<file path="config.mk">
export PLATFORM = sky130hd
export DESIGN_NAME = oam_dma
export DESIGN_NICKNAME = d
export VERILOG_FILES = /design/src/rtl/ppu_pkg.sv /design/src/rtl/oam_dma.sv
export SDC_FILE = /design/constraint.sdc
export NUM_CORES = 1
export LEC_CHECK = 0
export BUFFER_PORTS_ARGS = -buffer_cell sky130_fd_sc_hd__buf_2
export CAP_MARGIN = 10
export CORE_MARGIN = 2
export CORE_UTILIZATION = 48
export CTS_BUF_LIST = sky130_fd_sc_hd__clkbuf_16
export DETAILED_ROUTE_END_ITERATION = 10
export HOLD_SLACK_MARGIN = 0.06
export PLACE_DENSITY = 0.75
export SLEW_MARGIN = 20
export SYNTH_ARGS = -nofsm -noshare
export SYNTH_HDL_FRONTEND = slang
export SYNTH_SLANG_ARGS = --single-unit
export TNS_END_PERCENT = 50
</file>
<file path="constraint.sdc">
create_clock -name clk -period 2.2 [get_ports clk]
set_input_delay 0.66 -clock clk [delete_from_list [all_inputs] [get_ports clk]]
set_output_delay 0.66 -clock clk [all_outputs]
set_load 0.01 [all_outputs]
</file>
<file path="src/rtl/ppu_pkg.sv">
// Shared PPU-side definitions: OAM DMA state encoding, $4014 register address
// and the size of sprite OAM.
package ppu_pkg;

  typedef enum logic [2:0] {
    IDLE,
    HALT,
    ALIGN,
    READ,
    WRITE,
    DONE
  } dma_state_t;

  localparam logic [15:0] DMA_REG_ADDR = 16'h4014;
  localparam int          OAM_BYTES    = 256;

endpackage

</file>
<file path="src/rtl/oam_dma.sv">
// CPU-side OAM DMA engine behind $4014: stalls the CPU, copies one page of
// memory into SpriteRAM through its auto-incrementing oam_load port.
module oam_dma
  import ppu_pkg::*;
#(
  parameter int NUM_BYTES = OAM_BYTES
) (
  input  logic        clk,
  input  logic        i_rst,
  input  logic        ce,
  input  logic        i_reg_wr,
  input  logic [7:0]  i_reg_data,
  input  logic        i_cpu_read,
  output logic        o_cpu_halt,
  output logic [15:0] o_addr,
  output logic        o_mem_rd,
  input  logic [7:0]  i_mem_data,
  output logic        o_oam_load,
  output logic [7:0]  o_oam_data,
  output logic        o_busy,
  output logic        o_done
);

  // Only the low log2(NUM_BYTES) counter bits decide the end of a transfer.
  localparam logic [7:0] LAST_IDX = 8'(NUM_BYTES - 1);

  dma_state_t state_q, state_d;
  logic       ph_q;
  logic [7:0] page_q, page_d;
  logic [7:0] cnt_q, cnt_d;
  logic [7:0] latch_q, latch_d;

  always_ff @(posedge clk or negedge i_rst) begin
    if (!i_rst) begin
      state_q <= IDLE;
      ph_q    <= 1'b0;
      page_q  <= 8'h00;
      cnt_q   <= 8'h00;
      latch_q <= 8'h00;
    end else begin
      state_q <= state_d;
      page_q  <= page_d;
      cnt_q   <= cnt_d;
      latch_q <= latch_d;
      if (ce) begin
        ph_q <= ~ph_q;
      end
    end
  end

  // DONE leaves on the very next clock, ce or not, so a new write is never lost.
  always_comb begin
    state_d = state_q;
    page_d  = page_q;
    cnt_d   = cnt_q;
    latch_d = latch_q;
    case (state_q)
      IDLE: begin
        if (ce && i_reg_wr) begin
          page_d  = i_reg_data;
          cnt_d   = 8'h00;
          state_d = HALT;
        end
      end
      HALT: begin
        if (ce && i_cpu_read) begin
          state_d = ph_q ? READ : ALIGN;
        end
      end
      ALIGN: begin
        if (ce) begin
          state_d = READ;
        end
      end
      READ: begin
        if (ce) begin
          latch_d = i_mem_data;
          state_d = WRITE;
        end
      end
      WRITE: begin
        if (ce) begin
          cnt_d   = cnt_q + 8'h01;
          state_d = ((cnt_q & LAST_IDX) == LAST_IDX) ? DONE : READ;
        end
      end
      DONE: begin
        state_d = IDLE;
      end
      default: begin
        state_d = IDLE;
      end
    endcase
  end

  always_comb begin
    o_cpu_halt = 1'b0;
    o_mem_rd   = 1'b0;
    o_oam_load = 1'b0;
    o_busy     = 1'b1;
    o_done     = 1'b0;
    case (state_q)
      IDLE: begin
        o_busy = 1'b0;
      end
      HALT, ALIGN: begin
        o_cpu_halt = 1'b1;
      end
      READ: begin
        o_cpu_halt = 1'b1;
        o_mem_rd   = 1'b1;
      end
      WRITE: begin
        o_cpu_halt = 1'b1;
        o_oam_load = 1'b1;
      end
      DONE: begin
        o_done = 1'b1;
      end
      default: begin
        o_busy = 1'b0;
      end
    endcase
  end

  assign o_addr     = {page_q, cnt_q};
  assign o_oam_data = latch_q;

endmodule

</file>
Word-level counts from Yosys, hierarchy flattened
Cells that the tools add are included.
{"block": "totals", "ff_bits": 28, "in_bits": 21, "output_inout_bits": 29, "word_cells": 44}
{"block": "classes", "mux": 16, "bitwise": 1, "n_addsub": 1, "n_reduce_logical": 10, "n_eq_ne": 11}
{"op": "two-way mux 3 bit", "n": 6}
{"op": "two-way mux 8 bit", "n": 2}
{"op": "case mux 8 bit (2 select lines)", "n": 1}
{"op": "case mux 3 bit (5 select lines)", "n": 1}
{"op": "inequality test 2 bit (second input constant)", "n": 5}
{"op": "adder 8 x 1 -> 8 bit (second input constant)", "n": 1}
{"op": "equality test 8 bit (second input constant)", "n": 1}
{"op": "equality test 3 x 2 -> 1 bit (second input constant)", "n": 2}
{"op": "equality test 3 bit (second input constant)", "n": 2}
{"op": "two-way mux 1 bit", "n": 6}
{"op": "AND reduction 5 bit", "n": 1}
{"op": "OR reduction 5 bit", "n": 1}
{"op": "AND reduction 2 bit", "n": 2}
{"op": "OR reduction 4 bit", "n": 1}
{"op": "equality test 3 x 1 -> 1 bit (second input constant)", "n": 1}
{"op": "zero test 3 bit", "n": 1}
{"op": "AND reduction 3 bit", "n": 1}
{"op": "logical AND 1 bit", "n": 2}
{"op": "nonzero test 2 bit", "n": 1}
{"op": "inverter 1 bit", "n": 1}

Depth between registers and ports, before layout
{"block": "depth", "ltp_word": 4, "ltp_mapped": 5, "mapped_depth_nobuf": 4}

Worst setup path after synthesis
OpenSTA, ideal clock, no wires.
{"block": "synth_timing", "path_type": "input -> register", "startpoint": "in ce", "endpoint": "reg page_q[1]", "n_path_buf": 2, "required_ns": 2.075, "arrival_time_ns": 1.961, "path_stages": 5, "path_slack_ns": 0.114, "setup_time_ns": 0.125, "cell_sequence": "buf_4 -> or3b_4 -> nor3b_1 -> buf_4 -> mux2_2"}
{"block": "synth_between", "elab_chain_cells": 2}
{"element": "start, declared", "line_no": "oam_dma.sv:10", "rtl": "input logic ce,"}
{"element": "logical AND 1 bit", "line_no": "oam_dma.sv:59", "rtl": "if (ce && i_reg_wr) begin"}
{"element": "AND reduction 2 bit (no line)"}
{"element": "end signal, assigned", "line_no": "oam_dma.sv:42", "rtl": "page_q <= page_d;"}
{"element": "end, declared", "line_no": "oam_dma.sv:29", "rtl": "logic [7:0] page_q, page_d;"}
No other way between the ends.
A chain may end at the register's enable or synchronous reset.

Final worst setup path
{"block": "layout_timing", "startpoint": "reg state_q[0]", "endpoint": "out o_busy"}
{"block": "layout_between", "elab_chain_cells": 3, "word_cells_on_any_way": 7, "classes_between": "eq/ne: 5; mux: 1; reduce/logical: 1"}
{"element": "start, declared", "line_no": "oam_dma.sv:27", "rtl": "dma_state_t state_q, state_d;"}
{"element": "start signal, assigned", "line_no": "oam_dma.sv:41", "rtl": "state_q <= state_d;"}
{"element": "equality test 3 bit, or another cell as far along", "line_no": "oam_dma.sv:102", "rtl": "case (state_q)"}
{"element": "OR reduction 5 bit (no line) *"}
{"element": "two-way mux 1 bit *", "line_no": "oam_dma.sv:102"}
{"element": "end, declared", "line_no": "oam_dma.sv:20", "rtl": "output logic o_busy,"}
Mark *: on every way between the ends. The rest lies on a longest branch, timed or not.

==> qor.csv <==
metric,value,unit
Final Wtd Congestion,0.755,
Synth area leader,dfrtp_1,
R2R Setup Slk,0.44,ns
vias in the first global route,1028,
dpl cell area,1600,µm²
global-route wire length before repair,4690,µm
achievable clock frequency,0.510,GHz
"Cell Area, Synth",1320,µm²
slowest CP cell,dfrtp_1,
Inserted Clock Buffers,3,
clk sink count,28,
Internal Power,1.34,mW
via density per instance,5.55,
clock root cell,clkbuf_16,
largest net degree at the start of global routing,29,
CP Data Arrival Time,1.30,ns
Worst R2R Start,state_q[0],
Top Metal Used,met4,
"Buf+Inv Stages, Crit Path",2,
yosys warns,0,
post-synthesis xor/xnor area fraction,0.662,%
total power,1.99,mW
Yosys top cell area share,52.9,%
Placed Cells,190,
# H-tree levels,1,
register area,701,µm²
FF-to-FF path depth,4,
final instance area,1670,µm²
post-synthesis sequential area ratio,52.9,%
Finished Core Util,62.2,%
fin cells,193,
Async SR Flop Fraction,100,%
multi-input logic area,571,µm²
Total Wirelength,2760,µm
DP Worst Slack,0.113,ns
setup bufs post-CTS,0,
DRT iter0 DRCs,41,
worst r2r dst,page_q[7],
maxcap violations,0,
Synth area leaders,"dfrtp_1, mux2_2, o21ai_0, nor3b_1, a21oi_1",
layout cells sized above 1,46.9,%
combinational share of power,38.7,%
"Distinct cells, synth",32,
CP Capture Type,primary output,
register bit total from synthesis,28,
total congestion overflow,0,
Power Dens Cells,1190,nW/µm²
FP Rows,19,
initial antenna violation count,0,
"commonest non-fill, non-tap cell in the layout",buf_2,
Synth Instances,112,
outcome,finished clean,
clock share of power,19.9,%
Post-Synthesis Net Count,134,
setup violators final,0,
WL per Instance,14.3,µm
Post-CTS Resized,0,
final worst slack,0.237,ns
First-pass DRT Iterations,4,
Syn-to-layout area delta,26.3,%
RSZ-0062 raised after global routing,no,
Max-slew headroom,59.4,%
count of flip-flops with a built-in enable after synthesis,0,
Startpoint Class,flip-flop,
Fin. Hold Viols,0,
skew final,0.00201,ns
# hold bufs at CTS,0,
via count,1071,
fillcell total,222,
Hold Crit Class,in2async,
Worst Setup SP,state_q[0],
Nets,186,
DIE HEIGHT,56.5,µm
area of the core,2690,µm²
met2 WL,1340,µm
main combinational cell family by area after synthesis,simple AND/OR/NAND/NOR gates,
effective utilization at floorplan,49.3,%
Compound-Gate Fraction of Synth Area,11.9,%
Total Routing Usage GR,18.7,%
dpl hpwl,2070,µm
die area,3190,µm²
pin slew with the least headroom to its limit,0.609,ns
crit path max fanout,9,
simple-gate share of the synthesized area,15.1,%
clock slew at reported path FFs,0.06,ns
leakage,0.810,nW
Mean Syn Cell Area,11.8,µm²
switching share of power,32.9,%
clock latency on the worst-skew pair,0.25,ns
post-route ant nets,0,
Min Hold Slack,0.411,ns
CP max stage delay,0.39,ns
NetSw,0.654,mW
CTS tree,done,
top_reg_cell synth,dfrtp_1,
Buffers on Ports,49,
fin crit period,1.96,ns
synthesized-area fraction occupied by adder cells,0.945,%
Antenna diodes,0,
met3 wire len,182,µm
Setup Total Neg Slack,0,ns
CP cell instances,"buf_4, nor3_1, a21oi_1, buf_2",
most frequent cells in the layout,"buf_2, dfrtp_1, mux2_2",
width of the die,56.5,µm
VDD IR-drop max,880,µV
mux share of post-synthesis cell area,14.5,%
Post-route DRC,0,
clock buffer depth,2,
# IOs,50,
fin. max-slew vios,0,
CP required,1.54,ns
Setup CP Type,reg2out,
fin crit share,89.2,%
CP top delay family,flip-flops,
DRT met1 WL,1230,µm
sequential group share of total power,41.4,%
## power by group through the flow
| stage | clock network, mW | registers (mW) | logic (mW) |
|---|---|---|---|
| global route | 0.428 | 0.851 | 0.843 |
| finish | 0.396 | 0.823 | 0.771 |
| detailed placement | 0 | 0.829 | 0.781 |
| CTS | 0.408 | 0.826 | 0.781 |
| floorplan | 0 | 0.895 | 0.416 |
| global placement | 0 | 0.822 | 0.746 |
## worst max-delay path by stage
| stage | to | slack, ns | cells past startpoint |
|---|---|---|---|
| 2_1_floorplan | page_q[1] | 0.11 | 5 |
| 3_3_place_gp | page_q[4] | 0.16 | 5 |
| 3_5_place_dp | page_q[1] | 0.11 | 5 |
| 4_1_cts | o_busy | 0.24 | 4 |
| 5_1_grt | o_busy | 0.13 | 4 |
| 6_report | o_busy | 0.24 | 4 |
## metal layers
layer  global-route usage [%]  up-vias
met5                        0        -
met4                     6.12        0
met1                     23.9      510
met2                     30.9       42
li1                         -      515
met3                     4.84        4
## kinds of logic after synthesis
group                    count (synthesis)
AND/OR/NAND/NOR                         33
flip-flops                              28
AO/OA/AOI/OAI                           24
multiplexers                            17
buffers and inverters                    8
XOR/XNOR                                 1
adder cells (fa/ha/maj)                  1
## registers in the layout, indices dropped and copies added (netlist names)
register	count
cnt_q	8
o_oam_data	8
page_q	8
state_q	3
ph_q	1
## worst reg2reg max path: stages, from the launching register on
cell and delay (ns):
dfrtp_1 0.39, or3b_4 0.46, nor3b_1 0.23, buf_4 0.22
mux2_2 0.35
## final cells by class
type,instances,share of cell area [%]
repair buffers,54,16.9
well taps,31,2.32
flip-flops and latches,28,41.9
inverters,1,0.225
clock buffers,3,4.49
multi-input cells,76,34.1
## synth_stat cells, types with 3 or more instances
cell type	number
a21oi_1	5
clkbuf_1	3
dfrtp_1	28
mux2_2	17
nand2_1	6
nand2b_1	3
nand3_1	4
nor2_1	3
nor3b_1	4
o21ai_0	7
o31ai_1	3
or4_1	3
Power figures use the tool's default switching activity.
